**src/rtl/spad_row_scheduler_pkg.sv**
```systemverilog
// Shared encodings and helpers for the scratchpad row scheduler.
package spad_row_scheduler_pkg;

  localparam int FEATURE_WIDTH  = 16;
  localparam int DATA_BUS_WIDTH = 128;
  localparam int KERNEL_SIZE    = 5;
  localparam int DRAIN_CYCLES   = 4;

  localparam logic [1:0] KERNEL_SIZE_5_MODE = 2'd0;
  localparam logic [1:0] KERNEL_SIZE_3_MODE = 2'd1;
  localparam logic [1:0] KERNEL_SIZE_1_MODE = 2'd2;

  typedef enum logic [2:0] {
    ST_IDLE   = 3'd0,
    ST_FILL   = 3'd1,
    ST_READ   = 3'd2,
    ST_DRAIN  = 3'd3,
    ST_REFILL = 3'd4,
    ST_DONE   = 3'd5
  } state_t;

  // Unknown encodings fall back to the largest kernel.
  function automatic logic [2:0] kn_mode_to_k(input logic [1:0] mode);
    case (mode)
      KERNEL_SIZE_3_MODE: kn_mode_to_k = 3'd3;
      KERNEL_SIZE_1_MODE: kn_mode_to_k = 3'd1;
      default:            kn_mode_to_k = 3'd5;
    endcase
  endfunction

endpackage

```
**src/rtl/spad_row_scheduler_rw_counter.sv**
```systemverilog
// Feature/word/line counter nest; the feature level can be bypassed for
// word-granular writes and the line level frozen for single-line traffic.
module spad_rw_counter (
  input  logic       clk,
  input  logic       rst,
  input  logic       clr,
  input  logic       step,
  input  logic       feat_en,
  input  logic       line_en,
  input  logic [7:0] row_words,
  input  logic [2:0] line_max,
  output logic [2:0] line_cnt,
  output logic       word_wrap,
  output logic       line_wrap
);

  logic [2:0] feat_cnt;
  logic [7:0] word_cnt;
  logic       feat_wrap;

  assign feat_wrap = !feat_en || (feat_cnt == 3'd7);
  assign word_wrap = feat_wrap && (word_cnt == row_words - 8'd1);
  assign line_wrap = word_wrap && (line_cnt == line_max);

  always_ff @(posedge clk or posedge rst) begin
    if (rst) begin
      feat_cnt <= 3'd0;
      word_cnt <= 8'd0;
      line_cnt <= 3'd0;
    end else if (clr) begin
      feat_cnt <= 3'd0;
      word_cnt <= 8'd0;
      line_cnt <= 3'd0;
    end else if (step) begin
      if (feat_en) feat_cnt <= feat_cnt + 3'd1;
      if (feat_wrap) begin
        if (word_wrap) begin
          word_cnt <= 8'd0;
          if (line_en) line_cnt <= line_wrap ? 3'd0 : line_cnt + 3'd1;
        end else begin
          word_cnt <= word_cnt + 8'd1;
        end
      end
    end
  end

endmodule

```
**src/rtl/spad_row_scheduler.sv**
```systemverilog
// Sequences one scratchpad_mem through a convolution pass: fill K lines,
// then per output row read, drain the shift buffers and refill the top line.
module spad_row_scheduler
  import spad_row_scheduler_pkg::*;
#(
  parameter int DATA_BUS_WIDTH_P = DATA_BUS_WIDTH,
  parameter int DRAIN_CYCLES_P   = DRAIN_CYCLES
) (
  input  logic                        clk,
  input  logic                        rst,
  input  logic                        cfg_valid,
  output logic                        cfg_ready,
  input  logic [1:0]                  cfg_kn_mode,
  input  logic [7:0]                  cfg_row_words,
  input  logic [9:0]                  cfg_out_rows,
  input  logic                        fetch_valid,
  input  logic [DATA_BUS_WIDTH_P-1:0] fetch_data,
  output logic                        fetch_ready,
  input  logic                        out_ready,
  output logic                        out_valid,
  output logic                        out_last,
  output logic [DATA_BUS_WIDTH_P-1:0] spad_i_data,
  output logic                        spad_wr_en,
  output logic [3:0]                  spad_wr_line,
  output logic                        spad_rd_en,
  output logic [3:0]                  spad_rd_line,
  output logic [1:0]                  spad_kn_mode,
  input  logic                        spad_group_empty,
  input  logic                        spad_group_full,
  output logic                        busy,
  output logic                        done
);

  state_t     state;
  logic [2:0] k_lines;
  logic [2:0] line_max;
  logic [7:0] row_words;
  logic [9:0] out_rows;
  logic [9:0] row_cnt;
  logic [7:0] drain_cnt;
  logic       cnt_clr;
  logic       fill_active;
  logic [2:0] wr_line_cnt;
  logic       wr_word_wrap;
  logic       wr_line_wrap;
  logic [2:0] rd_line_cnt;
  logic       rd_word_wrap;
  logic       unused_rd_line_wrap;

  // Handshakes: a fetch word transfers on fetch_valid && fetch_ready, a config
  // on cfg_valid && cfg_ready; a column is read only when out_ready is high
  // and appears on out_valid one cycle later (FIFO read latency).
  assign cfg_ready    = (state == ST_IDLE);
  assign busy         = (state != ST_IDLE);
  assign fill_active  = (state == ST_FILL) || (state == ST_REFILL);
  assign fetch_ready  = fill_active && !spad_group_full;
  assign spad_wr_en   = fetch_ready && fetch_valid;
  assign spad_i_data  = fetch_data;
  assign line_max     = k_lines - 3'd1;
  assign spad_wr_line = {1'b0, (state == ST_REFILL) ? line_max : wr_line_cnt};
  assign spad_rd_en   = (state == ST_READ) && out_ready && !spad_group_empty;
  assign spad_rd_line = {1'b0, rd_line_cnt};
  assign cnt_clr      = (state == ST_IDLE) && cfg_valid;

  spad_rw_counter u_wr_cnt (
    .clk       (clk),
    .rst       (rst),
    .clr       (cnt_clr),
    .step      (spad_wr_en),
    .feat_en   (1'b0),
    .line_en   (state == ST_FILL),
    .row_words (row_words),
    .line_max  (line_max),
    .line_cnt  (wr_line_cnt),
    .word_wrap (wr_word_wrap),
    .line_wrap (wr_line_wrap)
  );

  // Read side never advances lines: the shift buffers bring data to line 0.
  spad_rw_counter u_rd_cnt (
    .clk       (clk),
    .rst       (rst),
    .clr       (cnt_clr),
    .step      (spad_rd_en),
    .feat_en   (1'b1),
    .line_en   (1'b0),
    .row_words (row_words),
    .line_max  (3'd0),
    .line_cnt  (rd_line_cnt),
    .word_wrap (rd_word_wrap),
    .line_wrap (unused_rd_line_wrap)
  );

  always_ff @(posedge clk or posedge rst) begin
    if (rst) begin
      state        <= ST_IDLE;
      k_lines      <= 3'd0;
      row_words    <= 8'd0;
      out_rows     <= 10'd0;
      spad_kn_mode <= 2'd0;
      row_cnt      <= 10'd0;
      drain_cnt    <= 8'd0;
      out_valid    <= 1'b0;
      out_last     <= 1'b0;
      done         <= 1'b0;
    end else begin
      out_valid <= spad_rd_en;
      out_last  <= spad_rd_en && rd_word_wrap;
      done      <= 1'b0;
      case (state)
        ST_IDLE: begin
          if (cfg_valid) begin
            k_lines      <= kn_mode_to_k(cfg_kn_mode);
            row_words    <= cfg_row_words;
            out_rows     <= cfg_out_rows;
            spad_kn_mode <= cfg_kn_mode;
            row_cnt      <= 10'd0;
            drain_cnt    <= 8'd0;
            if (cfg_row_words == 8'd0 || cfg_out_rows == 10'd0) state <= ST_DONE;
            else state <= ST_FILL;
          end
        end
        ST_FILL: begin
          if (spad_wr_en && wr_line_wrap) state <= ST_READ;
        end
        ST_READ: begin
          if (spad_rd_en && rd_word_wrap) begin
            row_cnt <= row_cnt + 10'd1;
            if (row_cnt + 10'd1 == out_rows) state <= ST_DONE;
            else if (k_lines == 3'd1) state <= ST_REFILL;
            else begin
              drain_cnt <= 8'd0;
              state     <= ST_DRAIN;
            end
          end
        end
        ST_DRAIN: begin
          if (drain_cnt == 8'(DRAIN_CYCLES_P - 1)) begin
            drain_cnt <= 8'd0;
            state     <= ST_REFILL;
          end else begin
            drain_cnt <= drain_cnt + 8'd1;
          end
        end
        ST_REFILL: begin
          if (spad_wr_en && wr_word_wrap) state <= ST_READ;
        end
        ST_DONE: begin
          done  <= 1'b1;
          state <= ST_IDLE;
        end
        default: state <= ST_IDLE;
      endcase
    end
  end

endmodule

```
**config.mk**
```make
export PLATFORM = sky130hd
export DESIGN_NAME = spad_row_scheduler
export DESIGN_NICKNAME = d
export VERILOG_FILES = /design/src/rtl/spad_row_scheduler_pkg.sv /design/src/rtl/spad_row_scheduler_rw_counter.sv /design/src/rtl/spad_row_scheduler.sv
export SDC_FILE = /design/constraint.sdc
export NUM_CORES = 1
export LEC_CHECK = 0
export CAP_MARGIN = 20
export CORE_AREA = 5 5 163 165
export CTS_CLUSTER_DIAMETER = 100
export CTS_CLUSTER_SIZE = 12
export DETAILED_ROUTE_END_ITERATION = 10
export DIE_AREA = 0 0 168 170
export GPL_TIMING_DRIVEN = 0
export MAX_ROUTING_LAYER = met4
export PLACE_DENSITY = 0.65
export SYNTH_ARGS = -nofsm -noshare
export SYNTH_HDL_FRONTEND = slang
export SYNTH_HIERARCHICAL = 1
export SYNTH_SLANG_ARGS = --single-unit
```
**constraint.sdc**
```tcl
create_clock -name clk -period 2.9 [get_ports clk]
set_clock_uncertainty 0.05 [all_clocks]
set_input_delay 0.725 -clock clk [delete_from_list [all_inputs] [get_ports clk]]
set_output_delay 0.725 -clock clk [all_outputs]
set_load 0.1 [all_outputs]
```
==> flow_metrics.py <==
metrics = {
    "route": {
        "dr_total_vias": 5080,
        "viasPerCell": 4.28,
        "antenna_left": 0,
        "routed_wl_um": 15500,
        "dr.first_iter.drc_count": 189,
        "first_pass_iters": 4,
        "wl_per_cell_um": 13.0,
        "drc_errors": 0,
    },
    "logic_synthesis": {
        "synth_area_sq_um": 5850,
        "syn_inst": 644,
        "syn_avg_cell_area_sq_um": 9.08,
        "ys_warn_count": 6,
    },
    "critical_path": {
        "worst-path-buf-inv": 2,
        "max_stage_delay_ps": 600,
        "cp_max_fo": 3,
        "endpoint_kind": "output port",
        "crit_path_top_delay_cell": "clkdlybuf4s15_2",
        "worst-setup-path-type": "in -> out",
        "crit_cells": 3,
        "required_ps": 2120,
        "crit_arrival_ps": 2070,
        "crit_chain": "clkdlybuf4s50_1 -> a211oi_2 -> clkdlybuf4s15_2",
        "worst_setup_path_start_kind": "primary input",
        "cp_top_family": "buffers and inverters",
        "reg2regPathDepth": 8,
    },
    "floorplan": {
        "die-width_um": 168,
        "pin_count": 301,
        "core_area_sq_um": 24900,
        "row_count": 58,
        "initial_utilization": 0.235,
        "dieArea_sq_um": 28600,
        "die_h_um": 170,
    },
    "place": {
        "pre_cts_slack_ps": -974,
        "place.gp.congestion": 0.858,
        "placedCellCount": 1158,
        "port_buffers": 170,
        "hpwl_um": 12200,
        "placed_area_sq_um": 8160,
    },
    "clock_network": {
        "htreeDepth": 3,
        "path_clk_slew_ps": 60,
        "tritoncts": "built",
        "cts_buffer_depth": 2,
        "root_buffer": "clkbuf_16",
        "clock_sinks": 75,
        "clk_latency_ps": 330,
        "cts_buffers": 9,
        "ctsHoldBuffers": 0,
    },
    "global_route": {
        "grt.total_usage": 0.104,
        "grt_max_degree": 41,
        "grt_pass1_wl_um": 24300,
        "grt_pass1_vias": 4977,
        "grt_overflow": 0,
        "antenna_found_initial": 0,
    },
    "final_layout": {
        "design_area_sq_um": 8600,
        "fin_cells": 1188,
        "syn_to_final_growth_pct": 47.0,
        "drive_above_1_share": 0.287,
        "n_antenna_cell": 0,
        "fin_nets": 1023,
    },
    "run": {
        "maxCapViolations": 0,
    },
    "outcome": {
        "status": "completed",
    },
    "worst_hold_path": {
        "holdCritPathClass": "reg -> reg",
        "holdPathStages": 1,
    },
    "pwr": {
        "power.density_nw_per_um2": 734,
        "peakVddDrop_v": 0.000598,
        "p_leak_nw": 3.77,
        "total_power_mw": 6.31,
    },
    "timing": {
        "relSlewSlack": 0.320,
        "setup_viol": 0,
        "hold_viol_final": 0,
        "fin_crit_ps": 2850,
        "fin_crit_sh": 0.982,
        "rsz0062_at_grt": "false",
        "max_freq_ghz": 0.351,
        "fin_ws_ps": 52.0,
        "slew_viol_final": 0,
        "worst_slew_pin_slew_ps": 1020,
    },
}
-- where the power goes --
group          switching, mW  internal, mW  leakage [nW]  total (mW)
registers              0.341          1.33         0.957        1.67
clock network          0.430         0.620         0.141        1.05
logic                   2.20          1.39          2.67        3.59
-- what timing repair did --
item                       4_1_cts  5_1_grt
buffers inserted                 6        8
resized for setup               39       15
setup endpoints to repair       28       22
pin swaps                        3        1
-- through the flow --
| stage | hold slack [ps] | TNS, ps | util |
|---|---|---|---|
| after floorplan | 402 | -2050 | - |
| after global placement | 425 | -15760 | 0.327 |
| after detailed placement | 430 | -8620 | 0.328 |
| after CTS | 441 | 0 | 0.342 |
| after global routing | 459 | 0 | 0.345 |
| final | 440 | 0 | 0.345 |
-- path summary, 6_finish.rpt --
check                                      from              endpoint  slack, ps
min in group asynchronous                   rst          row_words[4]        670
worst max-delay path            spad_group_full           fetch_ready         50
max in group asynchronous                   rst  u_wr_cnt/word_cnt[0]       1590
worst min-delay path               drain_cnt[7]          drain_cnt[7]        440
worst max register to register       row_cnt[0]          drain_cnt[5]        160
worst min register to register     drain_cnt[7]          drain_cnt[7]        440
-- layout make-up --
cell class              instances  area [sq um]
fillers                      2538         16300
multi-input cells             414          2980
flip-flops and latches         75          1880
repair buffers                185          1830
plain buffers                 150          1140
well taps                     330           413
clock buffers                  11           253
inverters                      18          73.8
clock inverters                 5          27.5
-- flip-flops by register name, indices dropped and copies added, names as in the netlist, 2 cells and up --
| name | count |
|---|---|
| out_rows | 10 |
| spad_kn_mode | 2 |
| state | 3 |
| u_wr_cnt/word_cnt | 8 |
| u_rd_cnt/line_cnt | 3 |
| u_wr_cnt/line_cnt | 3 |
| drain_cnt | 8 |
| u_wr_cnt/feat_cnt | 3 |
| u_rd_cnt/feat_cnt | 3 |
| row_cnt | 10 |
| row_words | 8 |
| u_rd_cnt/word_cnt | 8 |
| k_lines | 3 |
-- worst reg2reg max path, stage by stage, from the launching register on --
cell	delay, ps
dfrtp_1	500
ha_1	190
clkbuf_1	390
and3_1	270
xnor3_1	160
o2111ai_1	100
or4_4	470
o31a_4	350
a31oi_1	170
-- placed cells by master (no fill, tap or decap), types with 4 or more instances in the layout --
cell / instances
o21ai_1: 10
nor2_1: 29
inv_1: 15
conb_1: 15
and4_1: 4
clkbuf_1: 5
nand3_1: 21
buf_2: 4
and3_1: 8
nand4_1: 5
dfrtp_2: 4
clkbuf_16: 10
clkdlybuf4s50_1: 162
nand2_1: 44
buf_6: 4
buf_4: 148
dfrtp_1: 71
a21oi_1: 32
o211ai_1: 4
nor3_1: 13
clkinv_2: 4
mux2_2: 22
nor2b_1: 12
clkbuf_8: 4
nor3_2: 5
a31oi_1: 4
and2_1: 13
xnor2_1: 25
o21ai_0: 17
nand2b_1: 4
xor2_1: 24
a211oi_1: 9
ha_1: 14
mux2i_1: 4
o31ai_1: 11
-- layer usage --
| layer | up-vias | global-route usage | part of all wire |
|---|---|---|---|
| li1 | 2518 | - | - |
| met2 | 168 | 0.174 | 0.49 |
| met4 | 0 | 0.0226 | 0.010 |
| met3 | 17 | 0.0297 | 0.083 |
| met5 | - | - | 0 |
| met1 | 2377 | 0.125 | 0.42 |
(Power assumes the default switching activity.)
